**src/rtl/alu_share_arbiter.sv**
```systemverilog
// rtl/alu_share_arbiter.sv - round-robin sharing of one combinational ALU between two requesters
//
// Two requesters each present operations on a valid/ready request channel
// (reqN_valid/reqN_ready + srca/srcb/af/i) and collect results on a
// valid/ready response channel (respN_valid/respN_ready + res/flags).
// The granted operation is registered onto alu_srca/alu_srcb/alu_af/alu_i,
// the ALU output (alu_res, {alu_ovf, alu_neg, alu_zero}) is captured after
// one EXEC cycle and held in RESP until the owner consumes it.
// busy is high whenever the block is not IDLE.
// Optional macro ALU_ARB_STAT_EN adds saturating counters stat_ops0,
// stat_ops1 (completed responses per requester) and stat_ovf (completed
// responses whose captured ovfalu flag was set).
module alu_share_arbiter #(
    parameter int WIDTH = 32,
    parameter int AFW   = 4,
    parameter int STATW = 16
) (
    input  logic             clk,
    input  logic             reset,
    input  logic             req0_valid,
    output logic             req0_ready,
    input  logic [WIDTH-1:0] req0_srca,
    input  logic [WIDTH-1:0] req0_srcb,
    input  logic [AFW-1:0]   req0_af,
    input  logic             req0_i,
    output logic             resp0_valid,
    input  logic             resp0_ready,
    output logic [WIDTH-1:0] resp0_res,
    output logic [2:0]       resp0_flags,
    input  logic             req1_valid,
    output logic             req1_ready,
    input  logic [WIDTH-1:0] req1_srca,
    input  logic [WIDTH-1:0] req1_srcb,
    input  logic [AFW-1:0]   req1_af,
    input  logic             req1_i,
    output logic             resp1_valid,
    input  logic             resp1_ready,
    output logic [WIDTH-1:0] resp1_res,
    output logic [2:0]       resp1_flags,
    output logic [WIDTH-1:0] alu_srca,
    output logic [WIDTH-1:0] alu_srcb,
    output logic [AFW-1:0]   alu_af,
    output logic             alu_i,
    input  logic [WIDTH-1:0] alu_res,
    input  logic             alu_zero,
    input  logic             alu_neg,
    input  logic             alu_ovf,
`ifdef ALU_ARB_STAT_EN
    output logic [STATW-1:0] stat_ops0,
    output logic [STATW-1:0] stat_ops1,
    output logic [STATW-1:0] stat_ovf,
`endif
    output logic             busy
);

    typedef enum logic [1:0] {
        IDLE = 2'd0,
        EXEC = 2'd1,
        RESP = 2'd2
    } state_t;

    state_t             state, state_nxt;
    logic               gnt;
    logic               last;
    logic [WIDTH-1:0]   op_srca, op_srcb;
    logic [AFW-1:0]     op_af;
    logic               op_i;
    logic [WIDTH-1:0]   res_q;
    logic [2:0]         flags_q;

    logic               any_valid;
    logic               cand;
    logic               accept;
    logic               resp_fire;

    // With both requesting, the one not served last wins; otherwise the
    // single requester wins. cand is only meaningful when any_valid is set.
    assign any_valid = req0_valid | req1_valid;
    assign cand      = (req0_valid & req1_valid) ? ~last : req1_valid;
    assign accept    = (state == IDLE) & any_valid;

    assign req0_ready = accept & ~cand;
    assign req1_ready = accept &  cand;

    assign resp0_valid = (state == RESP) & ~gnt;
    assign resp1_valid = (state == RESP) &  gnt;
    assign resp_fire   = (resp0_valid & resp0_ready) | (resp1_valid & resp1_ready);

    assign resp0_res   = res_q;
    assign resp1_res   = res_q;
    assign resp0_flags = flags_q;
    assign resp1_flags = flags_q;

    assign alu_srca = op_srca;
    assign alu_srcb = op_srcb;
    assign alu_af   = op_af;
    assign alu_i    = op_i;

    assign busy = (state != IDLE);

    always_comb begin
        state_nxt = state;
        case (state)
            IDLE:    if (any_valid) state_nxt = EXEC;
            EXEC:    state_nxt = RESP;
            RESP:    if (resp_fire) state_nxt = IDLE;
            default: state_nxt = IDLE;
        endcase
    end

    always_ff @(posedge clk or posedge reset) begin
        if (reset) begin
            state   <= IDLE;
            gnt     <= 1'b0;
            last    <= 1'b1;
            op_srca <= '0;
            op_srcb <= '0;
            op_af   <= '0;
            op_i    <= 1'b0;
            res_q   <= '0;
            flags_q <= '0;
        end else begin
            state <= state_nxt;
            if (accept) begin
                gnt     <= cand;
                op_srca <= cand ? req1_srca : req0_srca;
                op_srcb <= cand ? req1_srcb : req0_srcb;
                op_af   <= cand ? req1_af   : req0_af;
                op_i    <= cand ? req1_i    : req0_i;
            end
            if (state == EXEC) begin
                res_q   <= alu_res;
                flags_q <= {alu_ovf, alu_neg, alu_zero};
            end
            if (resp_fire) begin
                last <= gnt;
            end
        end
    end

`ifdef ALU_ARB_STAT_EN
    always_ff @(posedge clk or posedge reset) begin
        if (reset) begin
            stat_ops0 <= '0;
            stat_ops1 <= '0;
            stat_ovf  <= '0;
        end else if (resp_fire) begin
            if (!gnt && stat_ops0 != {STATW{1'b1}}) stat_ops0 <= stat_ops0 + STATW'(1);
            if ( gnt && stat_ops1 != {STATW{1'b1}}) stat_ops1 <= stat_ops1 + STATW'(1);
            if (flags_q[2] && stat_ovf != {STATW{1'b1}}) stat_ovf <= stat_ovf + STATW'(1);
        end
    end
`endif

endmodule
```
**config.mk**
```make
export PLATFORM = sky130hd
export DESIGN_NAME = alu_share_arbiter
export DESIGN_NICKNAME = d
export VERILOG_FILES = /design/src/rtl/alu_share_arbiter.sv
export SDC_FILE = /design/constraint.sdc
export NUM_CORES = 1
export LEC_CHECK = 0
export CORE_AREA = 2 2 126 128
export CTS_CLUSTER_SIZE = 30
export DETAILED_ROUTE_END_ITERATION = 7
export DIE_AREA = 0 0 128 130
export PLACE_DENSITY_LB_ADDON = 0.25
export SYNTH_ARGS = -nofsm -noshare
export SYNTH_HDL_FRONTEND = slang
export SYNTH_SLANG_ARGS = --single-unit
```
**constraint.sdc**
```tcl
create_clock -name clk -period 5.2 [get_ports clk]
set_input_delay 1.56 -clock clk [delete_from_list [all_inputs] [get_ports clk]]
set_output_delay 1.56 -clock clk [all_outputs]
set_load 0.01 [all_outputs]
```
# After elaboration in Yosys (flattened, before gate mapping)
# Cells that the tools add are included.
dict set report totals {
  register_bits 108
  input_bits 179
  elab_cells 37
  output_inout_bits 144
}
dict set report op_classes {
  bitwise 13
  eq_ne 4
  muxes 8
  n_reduce_logical 3
}
# op count
set op_table {}
lappend op_table {{$mux 32} 2}
lappend op_table {{$and 1x1->1} 8}
lappend op_table {{$pmux 2 s3} 1}
lappend op_table {{$mux 2} 2}
lappend op_table {{$mux 4} 1}
lappend op_table {{$ne 2x2->1 const B} 2}
lappend op_table {{$not 1->1} 3}
lappend op_table {{$eq 2x1->1 const B} 1}
lappend op_table {{$eq 2x2->1 const B} 1}
lappend op_table {{$logic_not 2->1} 1}
lappend op_table {{$mux 1} 2}
lappend op_table {{$or 1x1->1} 2}
lappend op_table {{$reduce_and 2->1} 1}
lappend op_table {{$reduce_bool 2->1} 1}

# Longest topological paths before layout
# Gate-level depths: netlist (run 1).
dict set report depth {
  ltp_word 6
  depth_mapped 5
  ltp_nobuf 3
}

# Least setup slack after synthesis (run 1)
# Ideal clock, no wire load.
dict set report synth_path {
  kind {input -> output}
  startpoint {input req0_valid}
  endpoint {output req1_ready}
  path_stages 3
  required_ps 3640
  arrival_time_ps 2138
  path_slack_ps 1502
  path_buffers 1
  path_cell_list {nand2_1 clkbuf_1 and3_1}
}
dict set report synth_via {
  elab_chain_cells 3
  elab_cells_between_ends 5
  classes_between {1 x mux; 4 x bitwise}
}
# item line
set synth_rtl {}
lappend synth_rtl {{from (decl)} 20} ;# input logic req0_valid,
lappend synth_rtl {{$or 1x1->1 / $and 1x1->1 (equally long branches)} {78, 79}}
lappend synth_rtl {{$and 1x1->1 / $mux 1 (equally long branches)} {80, 79}}
lappend synth_rtl {{$and 1x1->1 (*)} 83} ;# assign req1_ready = accept & cand;
lappend synth_rtl {{to (decl)} 31} ;# output logic req1_ready,
# Every way passes the cells marked *; elsewhere a longest branch is shown, timed or not.

# Worst setup path in the final report (run 1)
dict set report layout_path {
  startpoint {input req1_valid}
  endpoint {output req0_ready}
}
dict set report layout_via {
  elab_chain_cells 4
  elab_cells_between_ends 6
  classes_between {1 x mux; 5 x bitwise}
}
# item line
set layout_rtl {}
lappend layout_rtl {{from (decl)} 30} ;# input logic req1_valid,
lappend layout_rtl {{$and 1x1->1} 79} ;# assign cand = (req0_valid & req1_valid) ? ~last : req1_valid;
lappend layout_rtl {{$mux 1} 79}
lappend layout_rtl {{$not 1->1} 82} ;# assign req0_ready = accept & ~cand;
lappend layout_rtl {{$and 1x1->1 (*)} 82}
lappend layout_rtl {{to (decl)} 21} ;# output logic req0_ready,
# Marks and branches as above.

==> summary.md, run 1 <==
| Metric | Value |
|---|---|
| CP Launch Type | primary input |
| Avg WL per Cell | about 19 um |
| DRC Markers | 0 |
| Starting Density | 0.313 |
| Post-DP HPWL | ~11000 um |
| Die Y | between 100 and 150 um |
| Synthesis Warnings | 0 |
| Worst setup path start | req1_valid |
| Hold buffers post-CTS | 0 |
| Cells after Synth | ~370 |
| #FFs+latches synth | roughly 110 |
| Diode count | 0 |
| Worst Path Required | ~3.6 ns |
| Share of post-route cells with drive strength above 1 | 0.0761 |
| Largest net degree at the start of global routing | 85 |
| CTS clk-pin slew, worst paths | 0.06 ns |
| GR Util All Layers | 0.182 |
| Outcome | finished, final reports clean |
| Ratio of total power to cell area | a little under 600 nW/um^2 |
| Vias | around 4200 |
| Max Clock Skew | about 0.0052 ns |
| Reg2Reg Depth | 4 |
| Total CTS buffers | 9 |
| Area of the mapped netlist | between 4000 and 5000 sq um |
| Sum Neg Setup Slack | 0 ns |
| Fin crit share | 0.866 |
| Slew Limit Headroom | 0.310 |
| Routability congestion estimate | ~0.75 |
| Finished Core Util | 0.528 |
| Crit path kind | primary input to primary output |
| Routed WL | 15600 um |
| H-tree Lvls | 3 |
| Commonest non-fill, non-tap cells in the layout | 322 x clkdlybuf4s50_1, 107 x dfrtp_1, 70 x and3_1, 69 x a221o_1, 24 x mux2_2 |
| CP max stage delay | roughly 0.54 ns |
| Commonest non-fill, non-tap cell in the layout | clkdlybuf4s50_1 |
| Post-route cell area | 8150 sq um |
| CP top delay family | buffers and inverters |
| Port bufs | 322 |
| Buffers & Inverters on Critical Path | 2 |
| Hold worst-path end | alu_i |
| CTS tree | built |
| Clock root buffer | clkbuf_16 |
| Layout area overhead | 68.6% |
| Multi-input combinational cell area | approximately 1700 sq um |
| Min-delay src | alu_i |
| Worst Path Max Fanout | 4 |
| Post-CTS Setup Repair Bufs | 0 |
| Hold violation count in the final report | 0 |
| Unrepaired setup endpoints after global routing | no |
| Drt initial violations | between 100 and 150 |
| Minimum clock period | approximately 4.5 ns |
| Placed inst area | around 7900 sq um |
| Bufs on Longest Clock Path | 2 |
| CP Cell Sequence | clkdlybuf4s50_1, nand2b_1, and3_2, clkdlybuf4s50_1 |
| Placed Instances | between 800 and 900 |
| CP dominant cell by count | clkdlybuf4s50_1 |
| Area of the die | about 17000 sq um |
| First-pass GRT wire length | between 20000 and 25000 um |
| # resized after CTS | 0 |
| Slew @ Worst Pin | about 1.0 ns |
| Hold path cells | 1 |
| Final slew viol count | 0 |
| Max Cap Viol | 0 |
| CP arrival | 2.94 ns |
| Syn Area/Cell | between 10 and 15 sq um |
| Type of the most critical hold path | flip-flop to flip-flop |
| Final net count | ~820 |
| Yosys cell types | 23 |
| Reg2reg end | alu_srca[8] |
| Register area | about 2700 sq um |
| Drt pass-1 iters | 4 |
| Via-to-Cell Ratio | between 4 and 5 |
| DRT antenna net count | 0 |
| Ports | ~320 |
| Skew-Pair Late Insertion Delay | around 0.34 ns |
| Vias in the first global route | between 4000 and 5000 |
| Post-route insts no fill | roughly 840 |
| Register area share after synthesis | 0.560 |
| R2R Setup Slk | about 3.2 ns |
| Core area | approximately 15000 sq um |
| Grt ovf | 0 |
| VDD IR max | 0.426 mV |
| R2R Path Start | state[1] |
| Die W | 128 um |
| Fillers | 1360 |
| Clock sink count | between 100 and 150 |
| Leak | 3.56 nW |
| Max Clk Rate | between 200 and 250 MHz |
| Endpoints failing setup | 0 |
| Critical-path top delay cell | clkdlybuf4s50_1 |
| Core Rows | 46 |
| Initial antenna violation count | 0 |
| Total power | roughly 4.7 mW |
| Syn Nets | 548 |
| Setup crit end kind | primary output |
[state kept, by name, summed over array words and instances, names as in the netlist]
name / count
gnt: 1
resp0_res: 32
alu_srcb: 32
alu_srca: 32
last: 1
state: 2
alu_af: 4
resp0_flags: 3
alu_i: 1
[through the flow]
stage,setup slack (ns),hold slack (ns)
6_report,0.697,0.513
5_1_grt,0.640,0.530
4_1_cts,0.695,0.518
3_5_place_dp,0.702,0.499
3_3_place_gp,0.691,0.495
2_1_floorplan,0.796,0.508
[worst max path at each step]
stage | endpoint | slack (ns) | cells after the start
6_report | req0_ready | 0.70 | 4
5_1_grt | req0_ready | 0.64 | 4
4_1_cts | req0_ready | 0.70 | 3
3_5_place_dp | req0_ready | 0.70 | 3
3_3_place_gp | req0_ready | 0.69 | 3
2_1_floorplan | alu_af[0] | 0.80 | 1
[cell usage after synthesis]
cell type,instances,area share
buf_4,38,0.059
a221o_1,69,0.14
nor3b_2,1,0.0026
clkbuf_2,5,0.0052
mux2_2,24,0.056
inv_1,3,0.0023
and2_1,1,0.0013
mux2i_1,1,0.0021
clkbuf_1,7,0.0054
dfrtp_1,107,0.55
and3_1,71,0.092
nand2b_1,2,0.0026
a21o_1,1,0.0016
mux2_1,11,0.026
dfstp_2,1,0.0054
buf_6,10,0.023
a22o_1,1,0.0018
buf_2,8,0.0083
o21ai_1,1,0.0010
nor2_2,1,0.0013
nor2b_1,1,0.0013
nand2_1,4,0.0031
nor3b_1,1,0.0016
[layout make-up]
type	count	area share
clock buffer	14	0.0312
multi-input combinational	190	0.203
clock inverter	2	0.00123
tap	192	0.0295
sequential	108	0.332
timing repair buffer	327	0.402
inverter	3	0.00169
[report_power, final]
part | switching, mW | total [mW] | internal [mW]
logic | 1.00 | 2.54 | 1.54
clock network | 0.292 | 0.630 | 0.338
registers | 0.290 | 1.56 | 1.27
total | 1.59 | 4.73 | 3.14
[routing by layer]
| metal | up-vias | share of wire | global-route usage |
|---|---|---|---|
| li1 | 1913 | - | - |
| met4 | 0 | 0.019 | 0.0633 |
| met3 | 17 | 0.081 | 0.0574 |
| met2 | 201 | 0.52 | 0.322 |
| met1 | 2039 | 0.38 | 0.208 |
| met5 | - | 0 | 0 |
[logic make-up after synthesis]
kind of cell | share of synthesized area
DFF | 0.560
and+or+nand+nor | 0.106
buffers and inverters | 0.104
AOI/OAI and AO/OA | 0.147
muxes | 0.0837
No activity file was read; power rests on OpenSTA's default activity.
==> run 2, diff against run 1 <==
- GPL_TIMING_DRIVEN: unset -> 0
==> summary.md, run 2 (synthesized netlist as in run 1, its figures left out) <==
| Metric | Value |
|---|---|
| CP max stage delay | 0.56 ns (+0.02 ns) |
| H-tree Lvls | 3 (unchanged) |
| Share of post-route cells with drive strength above 1 | 0.150 (+0.0736) |
| GR Util All Layers | 0.196 (+0.0144) |
| Die W | 128 um (unchanged) |
| Starting Density | 0.313 (unchanged) |
| CP arrival | 3.35 ns (+0.41 ns) |
| Layout area overhead | 78.8% |
| Outcome | finished, final reports clean |
| Largest net degree at the start of global routing | 56 (-34%) |
| Post-CTS Setup Repair Bufs | 0 (unchanged) |
| Skew-Pair Late Insertion Delay | 0.34 ns (about the same) |
| Crit path kind | primary input to primary output |
| Avg WL per Cell | 18.4 um (-1.2%) |
| Slew Limit Headroom | 0.501 (+0.192) |
| Buffers & Inverters on Critical Path | 3 (+1) |
| Clk pwr share | 0.140 (+0.007) |
| Via-to-Cell Ratio | 4.93 (-1.2%) |
| First-pass GRT wire length | 24900 um (+7.0%) |
| CP Launch Type | primary input |
| Ratio of total power to cell area | 590 nW/um^2 (+1.7%) |
| CP top delay family | buffers and inverters |
| Area of the die | 16600 sq um (unchanged) |
| Sequential share of power | 0.304 (-0.025) |
| Final net count | 882 (+7.8%) |
| CP Cell Sequence | clkdlybuf4s50_1, nand2_1, clkbuf_2, and3_1, clkdlybuf4s50_1 |
| Clock root buffer | clkbuf_16 |
| Ports | 323 (unchanged) |
| Final Worst Setup Slack | 0.285 ns (-0.411 ns) |
| Worst Path Max Fanout | 10 (+6) |
| Slew @ Worst Pin | 0.743 ns (-0.292 ns) |
| CP dominant cell by count | clkdlybuf4s50_1 |
| Minimum clock period | 4.91 ns (+0.411 ns) |
| Port bufs | 322 (unchanged) |
| Post-DP HPWL | 12700 um (+13%) |
| Total CTS buffers | 9 (unchanged) |
| Hold buffers post-CTS | 0 (unchanged) |
| DRC Markers | 0 (unchanged) |
| Unrepaired setup endpoints after global routing | no |
| Hold path cells | 1 (unchanged) |
| Internal | 3.44 mW (+9.6%) |
| CTS clk-pin slew, worst paths | 0.07 ns (about the same) |
| Hold violation count in the final report | 0 (unchanged) |
| Drt initial violations | 176 (+28%) |
| Fin crit share | 0.945 (+0.0791) |
| VDD IR max | 0.240 mV (-44%) |
| Switching Fraction | 0.325 (-0.0104) |
| Core area | 15400 sq um (unchanged) |
| Max Clock Skew | 0.00522 ns (+0.0000179 ns) |
| Critical-path top delay cell | clkdlybuf4s50_1 |
| Combinational power share | 0.556 (+0.018) |
| Initial antenna violation count | 0 (unchanged) |
| Max Cap Viol | 0 (unchanged) |
| Max Clk Rate | 203 MHz (-8.4%) |
| Final slew viol count | 0 (unchanged) |
| Setup crit end kind | primary output |
| # resized after CTS | 0 (unchanged) |
| Sum Neg Setup Slack | 0 ns (unchanged) |
| Die Y | 130 um (unchanged) |
| Grt ovf | 0 (unchanged) |
| Endpoints failing setup | 0 (unchanged) |
| Vias | 4434 (+6.3%) |
| Leak | 3.87 nW (+8.7%) |
| Routed WL | 16600 um (+6.4%) |
| Commonest non-fill, non-tap cell in the layout | clkdlybuf4s50_1 |
| Worst Path Required | 3.64 ns (about the same) |
| Commonest non-fill, non-tap cells in the layout | 322 x clkdlybuf4s50_1, 107 x dfrtp_1, 71 x and3_1, 69 x a221o_1, 38 x buf_4 |
| Diode count | 0 (unchanged) |
| Vias in the first global route | 4540 (+6.2%) |
| CTS tree | built |
| Type of the most critical hold path | flip-flop to flip-flop |
| DRT antenna net count | 0 (unchanged) |
| Stages on the worst setup path | 5 (+1) |
| Clock sink count | 108 (unchanged) |
| Core Rows | 46 (unchanged) |
| Switching Power | 1.66 mW (+4.5%) |
| Bufs on Longest Clock Path | 2 (unchanged) |
| Routability congestion estimate | 0.763 (+1.5%) |
| Reg2Reg Depth | 4 (unchanged) |
| Dpl ws | 0.153 ns (-0.549 ns) |
| Drt pass-1 iters | 4 (unchanged) |
-- run 2: worst paths after layout --
check                        startpoint       endpoint  slack, ns
setup reg to reg                   last    alu_srca[8]       3.45
max in group asynchronous         reset           last       2.75
hold reg to reg            alu_srcb[31]   alu_srcb[31]       0.51
hold / removal             alu_srcb[31]   alu_srcb[31]       0.51
min in group asynchronous         reset  resp0_res[26]       1.69
setup / recovery             req0_valid     req1_ready       0.29
-- run 2: through the flow --
stage	power, mW	utilization	instance area (sq um)	hold WS [ns]	std cells
4_1_cts	5.16	0.560	8640	0.517	900
3_3_place_gp	4.36	0.538	8290	0.494	883
6_report	5.10	0.560	8640	0.510	900
2_1_floorplan	2.86	-	4830	0.508	369
5_1_grt	5.41	0.560	8640	0.531	900
3_5_place_dp	4.42	0.540	8320	0.498	884
-- run 2: power by group through the flow --
stage	sequential, mW	clock, mW	combinational, mW
3_3_place_gp	1.54	0	2.82
2_1_floorplan	1.70	0	1.16
3_5_place_dp	1.55	0	2.87
4_1_cts	1.55	0.735	2.87
5_1_grt	1.61	0.770	3.03
6_report	1.55	0.714	2.83
-- run 2: final cells by class --
| cell class | count | area (sq um) |
|---|---|---|
| clock buffer | 13 | 270 |
| sequential | 108 | 2700 |
| fill | 1336 | 6790 |
| timing repair buffer | 323 | 3250 |
| buffer | 68 | 490 |
| inverter | 3 | 13.8 |
| multi-input combinational | 190 | 1630 |
| tap | 192 | 240 |
| clock inverter | 3 | 43.8 |
-- run 2: layer usage --
| layer | GRT usage | vias to the layer above | wire length, um |
|---|---|---|---|
| met5 | 0 | - | 0 |
| met4 | 0.0724 | 0 | 344 |
| met3 | 0.0623 | 21 | 1340 |
| met2 | 0.338 | 216 | 8420 |
| met1 | 0.230 | 2150 | 6480 |
| li1 | - | 2047 | - |
==> RTL edit, RTL diff (config.mk and constraints of run 1) <==
The 3 states of `state_t` get a one-hot encoding in 3 bits.
--- a/src/rtl/alu_share_arbiter.sv
+++ b/src/rtl/alu_share_arbiter.sv
@@ -53,10 +53,10 @@
     output logic             busy
 );
 
-    typedef enum logic [1:0] {
-        IDLE = 2'd0,
-        EXEC = 2'd1,
-        RESP = 2'd2
+    typedef enum logic [2:0] {
+        IDLE = 3'b001,
+        EXEC = 3'b010,
+        RESP = 3'b100
     } state_t;
 
     state_t             state, state_nxt;
Behaviour: no difference found for any inputs over 4 cycles, from zero or initial values and one cycle with reset high; so few cycles prove little.
==> RTL edit against run 1 <==
Critical path depth is the same; area after synthesis grew 5.2%; wire length grew 5.8%; combinational power grew 2%; sequential cell count grew 1; setup slack lost 0.074 ns; power grew 2.6%; design area grew 3.2%; highest routed layer unchanged.
==> RTL edit: results (changes against run 1) <==
status=finished clean; cts bufs inserted=9 (unchanged); n_diodes=0 (unchanged); DR vias/cell=5.172 (+3.7%); clock slew at reported path FFs=approximately 0.070 ns; Final Max Slew Viols=0 (unchanged); Worst Path Class, Setup=in -> out; clock skew=0.007650 ns (+0.002450 ns); CP delay by family, top=buffers and inverters; clock buffer depth=2 (unchanged); initial drt markers=281 (+110%); Leak Pwr=3.397 nW (-4.5%); worst path arrival time=3.02 ns (+0.08 ns); CTS H-tree depth=3 (unchanged); peak supply drop=0.6019 mV (+41%); DRC Markers=0 (unchanged); vias in the first global route=4,691 (+9.8%); top post-synthesis cells by area=dfrtp_1 53%, a221o_1 13%, mux2_2 7.8%, buf_4 6.8%, nor3_1 6.8%; Primary FF master, synth=dfrtp_1; met3 WL=1.109 mm (-12%); initial antenna violation count=0 (unchanged); Buffers on Ports=322 (unchanged); Synthesis Warnings=0 (unchanged); DR WL met2=8.273 mm (+2.4%); Worst-Skew Late Latency=0.34 ns (about the same); Slew HR=0.3913 (+0.08172); proportion of layout cells with a drive suffix above 1=0.09763 (+0.02154); GR Util All Layers=0.1919 (+0.01027); switch share=0.3408 (+0.005491); Post-CTS Setup Repair Bufs=0 (unchanged); worst-path fanout max=3 (-1); commonest cells in the netlist=107 x dfrtp_1, 70 x nand2_1, 69 x nor3_1; post-synth net total=627 (+14%); async set or reset register ratio after synthesis=1.000 (unchanged); first-pass GRT wire length=24.94 mm (+7.0%); M1 wire length=6.683 mm (+12%); FILL cells=1,376 (+1.2%); Nets=891 (+8.9%); Root Driver=clkbuf_16; post_cts resized=0 (unchanged); drt pass-1 iters=5 (+1); slowest CP cell=clkdlybuf4s50_1; DR top layer=met4; sequential share of the synthesized area=0.5370 (-0.02266); GPL Wtd Cong=0.7308 (-2.7%); CP max stage delay=0.58 ns (+0.04 ns); post-synth cell types=27 (+17%); WL final=16.49 mm (+5.8%); largest net degree at the start of global routing=73 (-14%); HPWL Detailed=11.75 mm (+4.0%); Worst Hold Class=reg -> reg
RTL edit: cell count changes after synthesis, sizes merged, moves of 2 or more:
cell	before	now
clkbuf	12	16
nand2b	2	0
buf	56	61
nor3	0	69
nand2	4	70
nor3b	2	4
and3	71	1
RTL edit: cells by family after synthesis:
| group | after synthesis | synth area share |
|---|---|---|
| and+or+nand+nor | 148 | 0.1334 |
| DFF | 109 | 0.5370 |
| buffers and inverters | 80 | 0.1046 |
| AOI/OAI and AO/OA | 75 | 0.1455 |
| muxes | 36 | 0.07950 |
RTL edit: layer usage:
layer	track usage	vias up
li1	-	2139
met1	0.2324	2325
met2	0.3300	211
met3	0.04387	26
met4	0.08339	0
met5	0	-
RTL edit: layout make-up:
type,count,share of cell area
Clock buffer,13,0.03095
Timing Repair Buffer,330,0.3898
Tap cell,192,0.02857
Clock inverter,3,0.005208
Multi-Input combinational cell,259,0.2192
Inverter,3,0.001637
Sequential cell,109,0.3247
RTL edit: worst paths after layout:
kind,startpoint,endpoint,slack (ns),cells past startpoint
worst max-delay path,req1_valid,req0_ready,0.62,4
worst min-delay path,alu_srca[6],alu_srca[6],0.51,1
worst max register to register,state[0],alu_srca[0],3.03,4
worst min register to register,alu_srca[6],alu_srca[6],0.51,1
max in group asynchronous,reset,resp0_res[16],2.57,3
min in group asynchronous,reset,alu_srca[12],1.77,2
RTL edit: power by group through the flow:
stage | sequential, W | clock, W | combinational (W)
CTS | 0.00155 | 0.000728 | 0.00263
finish | 0.00155 | 0.000704 | 0.00260
global route | 0.00161 | 0.000762 | 0.00277
global placement | 0.00154 | 0 | 0.00258
detailed placement | 0.00156 | 0 | 0.00263
floorplan | 0.00171 | 0 | 0.00125
RTL edit: metrics by stage:
| step | cells | worst slack (ns) | cell area [um^2] | util |
|---|---|---|---|---|
| 2_1_floorplan | 448 | 0.7694 | 5084 | - |
| 3_3_place_gp | 893 | 0.6860 | 8105 | 0.5255 |
| 3_5_place_dp | 893 | 0.6203 | 8105 | 0.5255 |
| 4_1_cts | 909 | 0.6123 | 8409 | 0.5452 |
| 5_1_grt | 909 | 0.5193 | 8409 | 0.5452 |
| 6_report | 909 | 0.6229 | 8409 | 0.5452 |
